## src/rtl/gray_arb_pkg.sv

```systemverilog
// Shared constants and helpers for the round-robin binary-to-Gray conversion arbiter.
package gray_arb_pkg;

  localparam int unsigned NREQ_DEF = 4;
  localparam int unsigned W_DEF    = 4;

  typedef enum logic {StEmpty, StFull} out_state_e;

  // Sized for the widest supported word; callers narrow the result with a cast.
  function automatic logic [15:0] bin2gray(input logic [15:0] b);
    return b ^ (b >> 1);
  endfunction

  // Wraps at nreq, not at the next power of two.
  function automatic int unsigned rr_next(input int unsigned ptr, input int unsigned nreq);
    return (ptr + 1 >= nreq) ? 0 : ptr + 1;
  endfunction

endpackage

```

## src/rtl/rr_arbiter.sv

```systemverilog
// Round-robin arbiter: the search starts at rr_ptr and wraps modulo NREQ.
module rr_arbiter
  import gray_arb_pkg::*;
#(
  parameter  int unsigned NREQ = NREQ_DEF,
  localparam int unsigned ID_W = $clog2(NREQ)
) (
  input  logic [NREQ-1:0] req,
  input  logic            enable,
  input  logic [ID_W-1:0] rr_ptr,
  output logic [NREQ-1:0] grant,
  output logic [ID_W-1:0] grant_idx,
  output logic            grant_any
);

  int unsigned idx;

  always_comb begin
    grant     = '0;
    grant_idx = '0;
    grant_any = 1'b0;
    idx       = 0;
    if (enable) begin
      for (int unsigned off = 0; off < NREQ; off++) begin
        idx = 32'(rr_ptr) + off;
        if (idx >= NREQ) idx = idx - NREQ;
        if (!grant_any && req[idx]) begin
          grant[idx] = 1'b1;
          grant_idx  = ID_W'(idx);
          grant_any  = 1'b1;
        end
      end
    end
  end

endmodule

```

## src/rtl/gray_conv_arbiter.sv

```systemverilog
// Shares one binary-to-Gray stage among NREQ requesters; the result is registered with the
// source binary word and the winning requester ID.
module gray_conv_arbiter
  import gray_arb_pkg::*;
#(
  parameter  int unsigned NREQ = NREQ_DEF,
  parameter  int unsigned W    = W_DEF,
  localparam int unsigned ID_W = $clog2(NREQ)
) (
  input  logic              clk,
  input  logic              rst_n,
  input  logic [NREQ-1:0]   req_valid,
  input  logic [NREQ*W-1:0] req_bin,
  output logic [NREQ-1:0]   req_ready,
  output logic              out_valid,
  input  logic              out_ready,
  output logic [W-1:0]      out_gray,
  output logic [W-1:0]      out_bin,
  output logic [ID_W-1:0]   out_id
);

  out_state_e      state_q, state_d;
  logic [ID_W-1:0] rr_ptr_q, rr_ptr_d;
  logic [W-1:0]    bin_q, bin_d;
  logic [W-1:0]    gray_q, gray_d;
  logic [ID_W-1:0] id_q, id_d;

  logic            can_accept;
  logic            arb_enable;
  logic [ID_W-1:0] grant_idx;
  logic            grant_any;
  logic [W-1:0]    sel_bin;

  assign can_accept = (state_q == StEmpty) || out_ready;
  // Gating with rst_n keeps req_ready low for the whole time reset is asserted.
  assign arb_enable = can_accept && rst_n;

  rr_arbiter #(
    .NREQ (NREQ)
  ) u_rr_arbiter (
    .req       (req_valid),
    .enable    (arb_enable),
    .rr_ptr    (rr_ptr_q),
    .grant     (req_ready),
    .grant_idx (grant_idx),
    .grant_any (grant_any)
  );

  assign sel_bin = req_bin[32'(grant_idx) * W +: W];

  always_comb begin
    state_d  = state_q;
    rr_ptr_d = rr_ptr_q;
    bin_d    = bin_q;
    gray_d   = gray_q;
    id_d     = id_q;
    if (grant_any) begin
      state_d  = StFull;
      rr_ptr_d = ID_W'(rr_next(32'(grant_idx), NREQ));
      bin_d    = sel_bin;
      gray_d   = W'(bin2gray(16'(sel_bin)));
      id_d     = grant_idx;
    end else if (out_ready) begin
      // Drain with nothing to load: payload holds its last value.
      state_d = StEmpty;
    end
  end

  always_ff @(posedge clk or negedge rst_n) begin
    if (!rst_n) begin
      state_q  <= StEmpty;
      rr_ptr_q <= '0;
      bin_q    <= '0;
      gray_q   <= '0;
      id_q     <= '0;
    end else begin
      state_q  <= state_d;
      rr_ptr_q <= rr_ptr_d;
      bin_q    <= bin_d;
      gray_q   <= gray_d;
      id_q     <= id_d;
    end
  end

  assign out_valid = (state_q == StFull);
  assign out_bin   = bin_q;
  assign out_gray  = gray_q;
  assign out_id    = id_q;

endmodule

```

## config.mk

```make
export PLATFORM = sky130hd
export DESIGN_NAME = gray_conv_arbiter
export DESIGN_NICKNAME = d
export VERILOG_FILES = /design/src/rtl/gray_arb_pkg.sv /design/src/rtl/rr_arbiter.sv /design/src/rtl/gray_conv_arbiter.sv
export SDC_FILE = /design/constraint.sdc
export NUM_CORES = 1
export LEC_CHECK = 0
export CAP_MARGIN = 10
export CORE_MARGIN = 3
export CORE_UTILIZATION = 33
export CTS_BUF_LIST = sky130_fd_sc_hd__clkbuf_4 sky130_fd_sc_hd__clkbuf_8
export CTS_CLUSTER_DIAMETER = 150
export DETAILED_ROUTE_END_ITERATION = 16
export SLEW_MARGIN = 20
export SYNTH_ARGS = -nofsm -noshare
export SYNTH_HDL_FRONTEND = slang
export SYNTH_HIERARCHICAL = 1
export SYNTH_SLANG_ARGS = --single-unit
```

## constraint.sdc

```tcl
create_clock -name clk -period 4.4 [get_ports clk]
set_input_delay 0.88 -clock clk [delete_from_list [all_inputs] [get_ports clk]]
set_output_delay 0.88 -clock clk [all_outputs]
set_load 0.02 [all_outputs]
```

==> results of run 1 <==
flip-flops by register name, indices dropped and copies added (netlist names):
register / flops
out_id: 2
out_valid: 1
out_bin: 4
out_gray: 3
rr_ptr_q: 2
final timing paths:
kind / startpoint / end / depth (start not counted)
setup reg to reg: rr_ptr_q[1] / out_bin[3] / 9
min in group asynchronous: rst_n / out_id[1] / 2
setup / recovery: rr_ptr_q[1] / req_ready[1] / 7
hold / removal: out_id[1] / out_id[1] / 1
max in group asynchronous: rst_n / out_bin[2] / 2
hold reg to reg: out_id[1] / out_id[1] / 1
critical path: stages (launching register included):
cell and delay, ps:
dfrtp_1 570, inv_1 140, ha_1 410, mux4_2 630, nor2_2 190, and3_1 250
o2bb2ai_1 150, clkdlybuf4s50_1 630
layer usage:
| layer | up-vias | routed length [um] | track usage, % |
|---|---|---|---|
| li1 | 482 | - | - |
| met1 | 490 | 1050 | 13.9 |
| met2 | 21 | 1430 | 23.3 |
| met3 | 4 | 80 | 1.02 |
| met4 | 0 | 23 | 3.81 |
| met5 | - | 0 | 0 |
power by group through the flow:
stage          combinational, mW  clock, mW  sequential, mW
6_report                   0.703     0.0633           0.203
5_1_grt                    0.757     0.0716           0.213
4_1_cts                    0.710     0.0675           0.205
3_5_place_dp               0.710          0           0.205
3_3_place_gp               0.694          0           0.206
2_1_floorplan              0.440          0           0.254
Yosys cell counts:
cell,count
a21oi_1,6
a221oi_1,5
a22o_1,1
a22oi_1,1
a311oi_2,1
and2_1,1
and3_1,1
and4bb_1,1
buf_2,1
buf_4,1
buf_6,2
clkbuf_1,3
dfrtp_1,12
ha_1,5
inv_1,3
mux2_2,5
mux2_4,4
mux2i_1,3
mux4_1,1
mux4_2,10
nand2_1,1
nand2b_1,3
nand3_1,1
nor2_1,5
nor2_2,1
nor2b_1,1
nor2b_2,1
nor4_1,1
o211ai_1,1
o21ai_0,6
o2bb2ai_1,4
xnor2_1,12
per-stage QoR:
stage          setup slack (ps)  area, um^2  hold slack, ps
2_1_floorplan              1160        1200             532
3_3_place_gp                383        1610             495
3_5_place_dp                290        1610             495
4_1_cts                     280        1630             518
5_1_grt                     130        1640             550
6_report                    286        1640             514
logic make-up (layout without fill, tap and decap cells):
family	count (synthesis)	count (layout)	share of synthesized area, %
flip-flops	12	12	25.0
AO/OA/AOI/OAI	25	25	14.8
AND/OR/NAND/NOR	17	17	8.24
buffers and inverters	10	47	4.80
XOR/XNOR	12	12	8.76
adder cells (fa/ha/maj)	5	5	5.21
multiplexers	23	23	33.2
final cells by class:
| type | count | area (um^2) |
|---|---|---|
| inverters | 3 | 11.3 |
| flip-flops and latches | 12 | 300 |
| repair buffers | 41 | 400 |
| well taps | 46 | 57.6 |
| fillers | 340 | 1780 |
| multi-input cells | 82 | 845 |
| clock buffers | 3 | 22.5 |
==> results summary, run 1 <==
The number of violations of the max-capacitance limit is 0. The via count of the routed design is 997. The power per cell area came out at 592 mW/mm^2. Using the TritonRoute via totals, the vias-per-cell ratio works out to 5.33. The die width came out at 66.3 um.

The post-synthesis net count came out at around 130. In this run the tool buffered the top-level ports with 37 buffer cells. The reported leakage power came out at 0.623 nW. Wires add up to 2580 um. The source-to-sink clock delay at the later pin of the worst-skew pair came out at ~260 ps. The internal power of the cells totals 0.560 mW. The number of standard cells in the layout, taps in and fillers out is 187.

Setup total negative slack on the finished layout was measured at 0 ps. The die covers 0.00440 mm^2. Yosys attributes the largest share of cell area to dfrtp_1, mux4_2, xnor2_1, ha_1, mux2_4. The post-layout minimum cycle time came out at around 4000 ps. The pin count of the biggest net entering global routing came out at 16. The count of routing violations after the opening detailed-route iteration came out at 43.

The cell area after synthesis is roughly 0.0012 mm^2. For this design the total switching power over the nets is 0.409 mW. The initial antenna violation count is 0.

The global route total overflow is 0. The placer congestion estimate is 0.855. For this run, the share of the core covered by cells in the final layout is 47.9%.

The TritonCTS buffer count came out at 3. The maximum fanout along the worst path is 12. Across every metal layer, demand over resource in global routing totals between 10 and 15%. The count of final setup violators came out at 0. The effective utilization at floorplan is 35.1%.

The number of gates resized after cts came out at 0. The first detailed-routing pass ran for 2 iterations. The number of max-slew violations in the final report is 0.

Leaving out fill and tap cells, the most frequent cell in the layout is clkdlybuf4s50_1. The proportion of total power due to net switching is 42.2%. During I/O placement, the number of pins put on the boundary was 38. No sink is reached through more buffers than the 2 on the longest clock path. The share of synthesized area in the top cell type comes to between 20% and 30%. The maximum vdd ir drop is 0.000173 V.

The required time at the endpoint of the critical path is approximately 3500 ps. TritonCTS built the clock tree. Sequential cells account for 21.0% of the total power. The core outline area came out at between 0.003 and 0.004 mm^2. Setup repair after global routing left no endpoint under its margin. Averaged over all synthesized cells, the footprint is 11.5 um^2. The top cell type by total area after synthesis is dfrtp_1. The final setup skew is 4.08 ps.

The clock network fraction of design power came out at around 6.5%. The number of global-route vias before repair is 995. The net count reported at finish is ~170. The combinational group share of total power is between 70% and 80%. The maximum level of the CTS H-tree is 1. The arrival time of data at the critical path endpoint came out at ~3200 ps. STA classifies the critical path endpoint as a primary output. The sort of element at the start of the critical path is a flip-flop.

The post-CTS setup-driven buffer insertion count came out at 0. The first-pass GRT wire length is 4260 um. The reg-to-reg setup timing slack came out at 1010 ps. The upper clock frequency limit is 243 MHz.

The number of buffers inserted for hold repair after clock tree synthesis came out at 0. The remaining antenna violation count is 0. For this design, the sink count on the clock tree is 12. 0 antenna diodes ended up in the layout. The post-detailed-route wirelength per cell is 13.8 um. From synthesis to final layout, the design area changed by 36.4%. The flow ran to the end, and the final reports show no timing, DRC or antenna violations. The count of unresolved DRC violations after routing is 0. The relative slew slack came out at roughly 53%. In the layout the commonest cells are clkdlybuf4s50_1, xnor2_1, dfrtp_1. The number of hold violations in the final report came out at 0. The critical path in this run is classified as reg -> out. The number of standard-cell rows in the floorplan is 21. Synthesis handed over a netlist of 104 instances. The min-delay analysis places its worst path in the category reg -> reg. The count of distinct cell types in the synthesized netlist came out at 32. Cells with a size suffix above 1 make up roughly a fifth of the layout. The design draws 0.969 mW. The post-synthesis register bit count is 12. The tree is rooted in a clkbuf_4.

The detailed-placement wirelength estimate is 2140 um. For the pin with the worst max-slew slack, the measured transition is 702 ps. Once placement completed, the tool counted placed cells totaling 184. The share of the yosys chip area belonging to registers came out at 25.0%. The clock edge transition at the registers on the reported setup and hold paths came out at approximately 70 ps. For this run, the number of Yosys warnings is 6. The final cycle utilization of the critical path came out at between 90 and 100%.

The die span in y is 66.3 um.
Note: power is estimated with default switching activity, not from simulation.
==> run 2, diff against run 1 <==
--- a/config.mk
+++ b/config.mk
@@ -6,11 +6,14 @@
 export NUM_CORES = 1
 export LEC_CHECK = 0
 export CAP_MARGIN = 10
+export CELL_PAD_IN_SITES_DETAIL_PLACEMENT = 1
+export CELL_PAD_IN_SITES_GLOBAL_PLACEMENT = 2
 export CORE_MARGIN = 3
-export CORE_UTILIZATION = 33
+export CORE_UTILIZATION = 30
 export CTS_BUF_LIST = sky130_fd_sc_hd__clkbuf_4 sky130_fd_sc_hd__clkbuf_8
 export CTS_CLUSTER_DIAMETER = 150
 export DETAILED_ROUTE_END_ITERATION = 16
+export PLACE_DENSITY_LB_ADDON = 0.1
 export SLEW_MARGIN = 20
 export SYNTH_ARGS = -nofsm -noshare
 export SYNTH_HDL_FRONTEND = slang
==> results summary, run 2 (synthesis results as in run 1) <==
The setup slack of the critical path after layout came out at 253 ps (-32.3 ps). The longest individual stage delay on the worst path is 640 ps (about the same). The class of the tightest hold or removal check is reg -> reg.

The category of the critical setup timing path is in -> out. The actual transition at the worst max-transition pin came out at 743 ps (+40.3 ps). The cell count of the worst reg-to-reg path was 9 (unchanged). The sort of element at the start of the critical path is a primary input. The placer congestion estimate is 0.797 (-6.7%). The beginning of the worst hold path is out_id[0]. The reg-to-reg setup timing slack came to 1180 ps (+170 ps). The effective utilization at floorplan came out at 31.8% (-3.3 points). The endpoint identified for the worst register-to-register timing path is out_bin[3]. The clock edge transition at the registers on the reported setup and hold paths came out at 50 ps (-20 ps). The combinational group share of total power is 71.6% (-0.9 points). The combined area of the multi-input logic cells came to 845 um^2 (unchanged).

The maximum level of the CTS H-tree is 1 (unchanged). Setup repair after global routing left no endpoint under its margin. The area growth from synthesis to layout is 38.8%. The post-placement cell area came out at 0.00162 mm^2 (+0.62%).

The arrival time of data at the critical path endpoint came to 3270 ps (+40 ps). The via density per instance came to 5.37 (+0.69%). The global routing usage summed across all routing layers is 14.1% (+1.9 points). The proportion of total power due to net switching is 42.2% (+0.059 points). The clock network fraction of design power came out at 9.6% (+3.1 points).

The detailed-placement wirelength estimate was 2520 um (+18%). The count of pins on the block boundary came to 38 (unchanged). The number of standard-cell rows in the floorplan is 22 (+4.8%). The detailed-router iteration count before antenna repair came out at 2 (unchanged). The internal power component is 0.596 mW (+6.3%).

The net switching power is 0.436 mW (+6.5%). The maximum vdd ir drop is 0.000220 V (+27%). The deepest clock path buffer count is 2 (unchanged). The global route total overflow is 0 (unchanged).

The initial antenna violation count came out at 0 (unchanged). The share of layout cells above drive strength 1 came out at 21.8% (+0.55 points). The area taken by flip-flops and latches came out at 300 um^2 (unchanged). The count of unresolved DRC violations after routing came out at 0 (unchanged). The number of gates resized after cts was 0 (unchanged).

The die span in y came out at 69.2 um (+4.4%). The category of the worst setup path capture point is a primary output. The number of hold violations in the final report is 0 (unchanged). The TritonCTS buffer count came out at 3 (unchanged). The setup TNS is 0 ps (unchanged). The post-layout minimum cycle time is 4150 ps (+32.3 ps). The first-pass GRT wire length is 5640 um (+33%). The flip-flop count of the largest register, all copies and words added is 4 (unchanged). The power per cell area was 619 mW/mm^2 (+4.5%). The number of global-route vias before repair came out at 1127 (+13%). The hold path depth is 1 (unchanged). The run finished with clean final reports. Leaving out fill and tap cells, the most frequent cells in the layout are clkdlybuf4s50_1, xnor2_1, dfrtp_1.

The post-detailed-route wirelength per cell came out at 16.7 um (+21%). The upper clock frequency limit came to 241 MHz (-0.78%). The final worst hold slack came to 506 ps (-8.40 ps). The die area came to 0.00479 mm^2 (+9.1%). The proportion of power drawn by flip-flops and latches is 18.8% (-2.2 points). The final cycle utilization of the critical path is 94.2% (+0.73 points). The startpoint identified for the worst register-to-register timing path is rr_ptr_q[1]. The source-to-sink clock delay at the later pin of the worst-skew pair came out at 240 ps (-20 ps). The final instance area came out at 0.00167 mm^2 (+1.8%). The number of clock sinks seen by CTS is 12 (unchanged). The remaining antenna violation count is 0 (unchanged). The reported leakage power came out at 0.635 nW (+2.1%). The die width came out at 69.2 um (+4.4%). The maximum fanout along the worst path came to 8 (-4). In this design, the critical path's most frequently occurring cell is clkdlybuf4s50_1.

The number of standard cells in the layout, taps in and fillers out came to 190 (+1.6%). The antenna diode instance count came out at 0 (unchanged). The post-CTS setup-driven buffer insertion count came to 0 (unchanged). The required time at the endpoint of the critical path came out at 3520 ps (about the same). The net count reported at finish came out at 172 (+0.58%). The number of violations of the max-capacitance limit came out at 0 (unchanged). The cell total after placement came out at 187 (+1.6%). The number of max-slew violations in the final report came out at 0 (unchanged). The cell sitting at the root of the clock tree is a clkbuf_8. Among all stages on the critical path, the largest delay is contributed by mux4_2. The number of port buffers is 37 (unchanged). The post-place setup slack came out at 246 ps (-43.9 ps). For hold timing, the worst endpoint is out_id[0]. The total wire length was 3170 um (+23%). The core outline area is 0.00377 mm^2 (+10%). The CTS tree is yes. The count of routing violations after the opening detailed-route iteration came out at 41 (-4.7%).

The number of buffers inserted for hold repair after clock tree synthesis came to 0 (unchanged). The count of fill cells added during filler insertion is 418 (+23%). The final setup skew came to 1.52 ps (-2.56 ps). The library cell used most frequently in the layout, excluding fill and tap cells, is clkdlybuf4s50_1. The count of final setup violators is 0 (unchanged). The relative slew slack is 50.4% (-2.7 points). The pin count of the biggest net entering global routing came out at 16 (unchanged). Walking the worst path, the cells encountered are clkdlybuf4s50_1 > mux4_2 > nor2_2 > and3_1 > o2bb2ai_1 > clkdlybuf4s50_1.

The via count of the routed design was 1020 (+2.3%).
-- run 2: changes by cell type in the layout (fill, tap and decap cells not counted), sizes merged --
| cell | before | now |
|---|---|---|
| buf | 4 | 5 |
-- run 2: area by class of cell --
class	count	area share (%)
Clock buffer	3	2.48
Sequential cell	12	18.0
Tap cell	48	3.61
Timing Repair Buffer	42	24.5
Inverter	3	0.676
Multi-Input combinational cell	82	50.7
-- run 2: critical path, delay by kind of cell --
family,cells,cell delay (ps)
and+or+nand+nor,2,460
AOI/OAI and AO/OA,1,140
muxes,1,640
buffers and inverters,2,1150
-- run 2: power by group through the flow --
stage | Sequential, mW | Combinational, mW | Clock, mW
floorplan | 0.254 | 0.440 | 0
global placement | 0.193 | 0.727 | 0
detailed placement | 0.197 | 0.744 | 0
CTS | 0.195 | 0.747 | 0.103
global route | 0.204 | 0.803 | 0.107
finish | 0.194 | 0.738 | 0.0986
-- run 2: per-layer routing --
| metal | vias up | wire length, um | GRT usage [%] |
|---|---|---|---|
| li1 | 479 | - | - |
| met1 | 515 | 1450 | 19.6 |
| met2 | 24 | 1590 | 23.3 |
| met3 | 2 | 109 | 2.17 |
| met4 | 0 | 18 | 2.60 |
| met5 | - | 0 | 0 |
-- run 2: stage by stage --
stage / total power, mW / utilization [%]
3_5_place_dp: 0.941 / 43.0
5_1_grt: 1.11 / 44.2
6_report: 1.03 / 44.2
3_3_place_gp: 0.920 / 43.0
2_1_floorplan: 0.693 / -
4_1_cts: 1.05 / 44.1
-- run 2: how the worst max path moves through the flow --
stage	start	endpoint	depth (start not counted)
floorplan	rr_ptr_q[1]	out_bin[3]	10
global placement	req_valid[2]	req_ready[3]	6
CTS	req_valid[2]	req_ready[1]	6
global route	req_valid[2]	req_ready[3]	6
finish	req_valid[2]	req_ready[2]	6
detailed placement	req_valid[2]	req_ready[1]	6
==> run 3, diff against run 2 <==
--- a/config.mk
+++ b/config.mk
@@ -9,7 +9,7 @@
 export CELL_PAD_IN_SITES_DETAIL_PLACEMENT = 1
 export CELL_PAD_IN_SITES_GLOBAL_PLACEMENT = 2
 export CORE_MARGIN = 3
-export CORE_UTILIZATION = 30
+export CORE_UTILIZATION = 32
 export CTS_BUF_LIST = sky130_fd_sc_hd__clkbuf_4 sky130_fd_sc_hd__clkbuf_8
 export CTS_CLUSTER_DIAMETER = 150
 export DETAILED_ROUTE_END_ITERATION = 16
==> constraint.sdc (replaced) <==
create_clock -name clk -period 5.2 [get_ports clk]
set_input_delay 1.04 -clock clk [delete_from_list [all_inputs] [get_ports clk]]
set_output_delay 1.04 -clock clk [all_outputs]
set_load 0.02 [all_outputs]
==> results summary, run 3 (synthesis results as in run 1) <==
The relative slew slack is 45.6% (-4.8 points). The clock network fraction of design power came out at 11.5% (+1.9 points). The via count of the routed design came out at 1008 (-1.2%). The CTS tree is yes. The maximum fanout along the worst path came out at 8 (unchanged). The number of standard-cell rows in the floorplan is 21 (-4.5%). The post-CTS setup-driven buffer insertion count is 0 (unchanged). The count of final setup violators came out at 0 (unchanged).

The global route total overflow was 0 (unchanged). The cell count of the worst reg-to-reg path came out at 8 (-1). The number of hold violations in the final report is 0 (unchanged). The number of clock sinks seen by CTS came out at 12 (unchanged). The first-pass GRT wire length is 4840 um (-14%). The sum of internal, switching and leakage power came out at 0.873 mW (-15%). The number of buffers inserted for hold repair after clock tree synthesis is 0 (unchanged). The number of port buffers is 37 (unchanged). The share of layout cells above drive strength 1 is 20.6% (-1.3 points). The area taken by flip-flops and latches is 300 um^2 (unchanged). The count of pins on the block boundary is 38 (unchanged). The number of violations of the max-capacitance limit is 0 (unchanged). The initial antenna violation count came to 0 (unchanged). The reg-to-reg setup timing slack is 1410 ps (+230 ps). The count of fill cells added during filler insertion came out at 394 (-5.7%).

The number of gates resized after cts came out at 0 (unchanged). The maximum level of the CTS H-tree came out at 1 (unchanged). The library cell used most frequently in the layout, excluding fill and tap cells, is clkdlybuf4s50_1. The net switching power is 0.364 mW (-16%). The sink of the worst hold path is out_id[0]. The deepest clock path buffer count is 2 (unchanged).

The combined area of the multi-input logic cells was 842 um^2 (-0.30%). Derived from the worst setup path, the maximum achievable clock frequency is 224 MHz. The net count reported at finish is 170 (-1.2%). The proportion of power drawn by flip-flops and latches came out at 21.9% (+3.1 points). The hold path depth is 1 (unchanged). The post-layout minimum cycle time is 4460 ps.

The global routing usage summed across all routing layers came out at 14.0% (-0.12 points). The die width came out at 67.2 um (-2.9%). The flow ran to the end, and the final reports show no timing, DRC or antenna violations.

The power per cell area is 526 mW/mm^2 (-15%). The actual transition at the worst max-transition pin came out at 815 ps (+72.8 ps). The source-to-sink clock delay at the later pin of the worst-skew pair came to 240 ps (about the same). The detailed-router iteration count before antenna repair came to 4 (+2). The post-detailed-route wirelength per cell came to 16.2 um (-3.1%). The maximum vdd ir drop was 0.000170 V (-23%). The detailed-placement wirelength estimate is 2460 um (-2.3%).

The die span in y is 67.2 um (-2.9%). The arrival time of data at the critical path endpoint came out at 3420 ps (+150 ps). The total wire length came out at 3020 um (-4.6%).

The number of max-slew violations in the final report is 0 (unchanged). Leaving out fill and tap cells, the most frequent cells in the layout are clkdlybuf4s50_1, xnor2_1, dfrtp_1. The internal power component is 0.509 mW (-15%). The TritonCTS buffer count is 3 (unchanged). The combinational group share of total power came out at 66.6% (-5.0 points). The min-delay analysis places its worst path in the category reg -> reg. The reg-to-reg critical path startpoint is rr_ptr_q[0]. The worst setup path is captured at a primary output.

Setup repair after global routing left no endpoint under its margin. The worst setup path is of the in -> out kind. The placer congestion estimate was 0.733 (-8.1%). The count of unresolved DRC violations after routing is 0 (unchanged). The remaining antenna violation count is 0 (unchanged). STA classifies the critical path startpoint as a primary input. The area added between synthesis and finish came out at 38.3%. The core outline area was 0.00347 mm^2 (-8.0%). The count of routing violations after the opening detailed-route iteration is 39 (-4.9%). The number of global-route vias before repair came to 1039 (-7.8%).

The required time at the endpoint of the critical path came to 4160 ps (+640 ps). The pin count of the biggest net entering global routing came out at 17 (+1). The proportion of total power due to net switching is 41.7% (-0.53 points). The cell sitting at the root of the clock tree is a clkbuf_8. The flip-flop count of the largest register, all copies and words added came out at 4 (unchanged).

The antenna diode instance count was 0 (unchanged). The die area is 0.00452 mm^2 (-5.7%). The clock edge transition at the registers on the reported setup and hold paths came out at 50 ps (about the same). The final cycle utilization of the critical path is 85.7%. The setup TNS is 0 ps (unchanged). The via density per instance came out at 5.39 (+0.41%). The final setup skew came out at 2.51 ps (+0.992 ps). The startpoint identified for the worst hold timing path is out_id[0]. The reported leakage power came out at 0.633 nW (-0.41%). The endpoint identified for the worst register-to-register timing path is out_bin[3].

The effective utilization at floorplan came to 34.6% (+2.8 points).
## run 3: worst max-delay path: stages
cell,delay (ps)
clkdlybuf4s50_1,530
mux4_2,630
nor2_2,200
and3_1,260
o2bb2ai_1,140
clkdlybuf4s50_1,620
## run 3: area by class of cell
cell class	count	area share, %
clock buffers	4	3.32
inverters	3	0.679
multi-input cells	82	50.8
flip-flops and latches	12	18.1
well taps	46	3.47
repair buffers	40	23.7
## run 3: per-layer routing
layer / vias up / GRT usage [%] / part of all wire, %
li1: 481 / - / -
met1: 508 / 19.4 / 47
met2: 19 / 23.8 / 50
met3: 0 / 0.998 / 2.6
met4: 0 / 3.04 / 0
met5: - / 0 / 0
## run 3: worst max-delay path by stage
stage | start | to | slack (ps) | cells after the start
2_1_floorplan | rr_ptr_q[1] | req_ready[0] | 1800 | 7
3_3_place_gp | req_valid[2] | req_ready[0] | 830 | 6
3_5_place_dp | req_valid[2] | req_ready[3] | 760 | 6
4_1_cts | rr_ptr_q[0] | req_ready[3] | 760 | 7
5_1_grt | rr_ptr_q[0] | req_ready[2] | 540 | 7
6_report | req_valid[2] | req_ready[3] | 740 | 6
## run 3: power groups by stage
| stage | registers [mW] | clock network, mW | logic (mW) |
|---|---|---|---|
| after floorplan | 0.215 | 0 | 0.372 |
| after global placement | 0.191 | 0 | 0.571 |
| after detailed placement | 0.193 | 0 | 0.585 |
| after CTS | 0.193 | 0.104 | 0.587 |
| after global routing | 0.201 | 0.109 | 0.633 |
| final | 0.191 | 0.100 | 0.582 |
## run 3: metrics by stage
step	instance area [um^2]	setup WS, ps	hold slack (ps)	std cells	utilization [%]
2_1_floorplan	1200	1800	532	104	-
5_1_grt	1660	540	532	187	47.8
3_3_place_gp	1600	829	491	183	46.2
6_report	1660	744	509	187	47.8
4_1_cts	1660	760	516	187	47.8
3_5_place_dp	1600	761	505	183	46.2
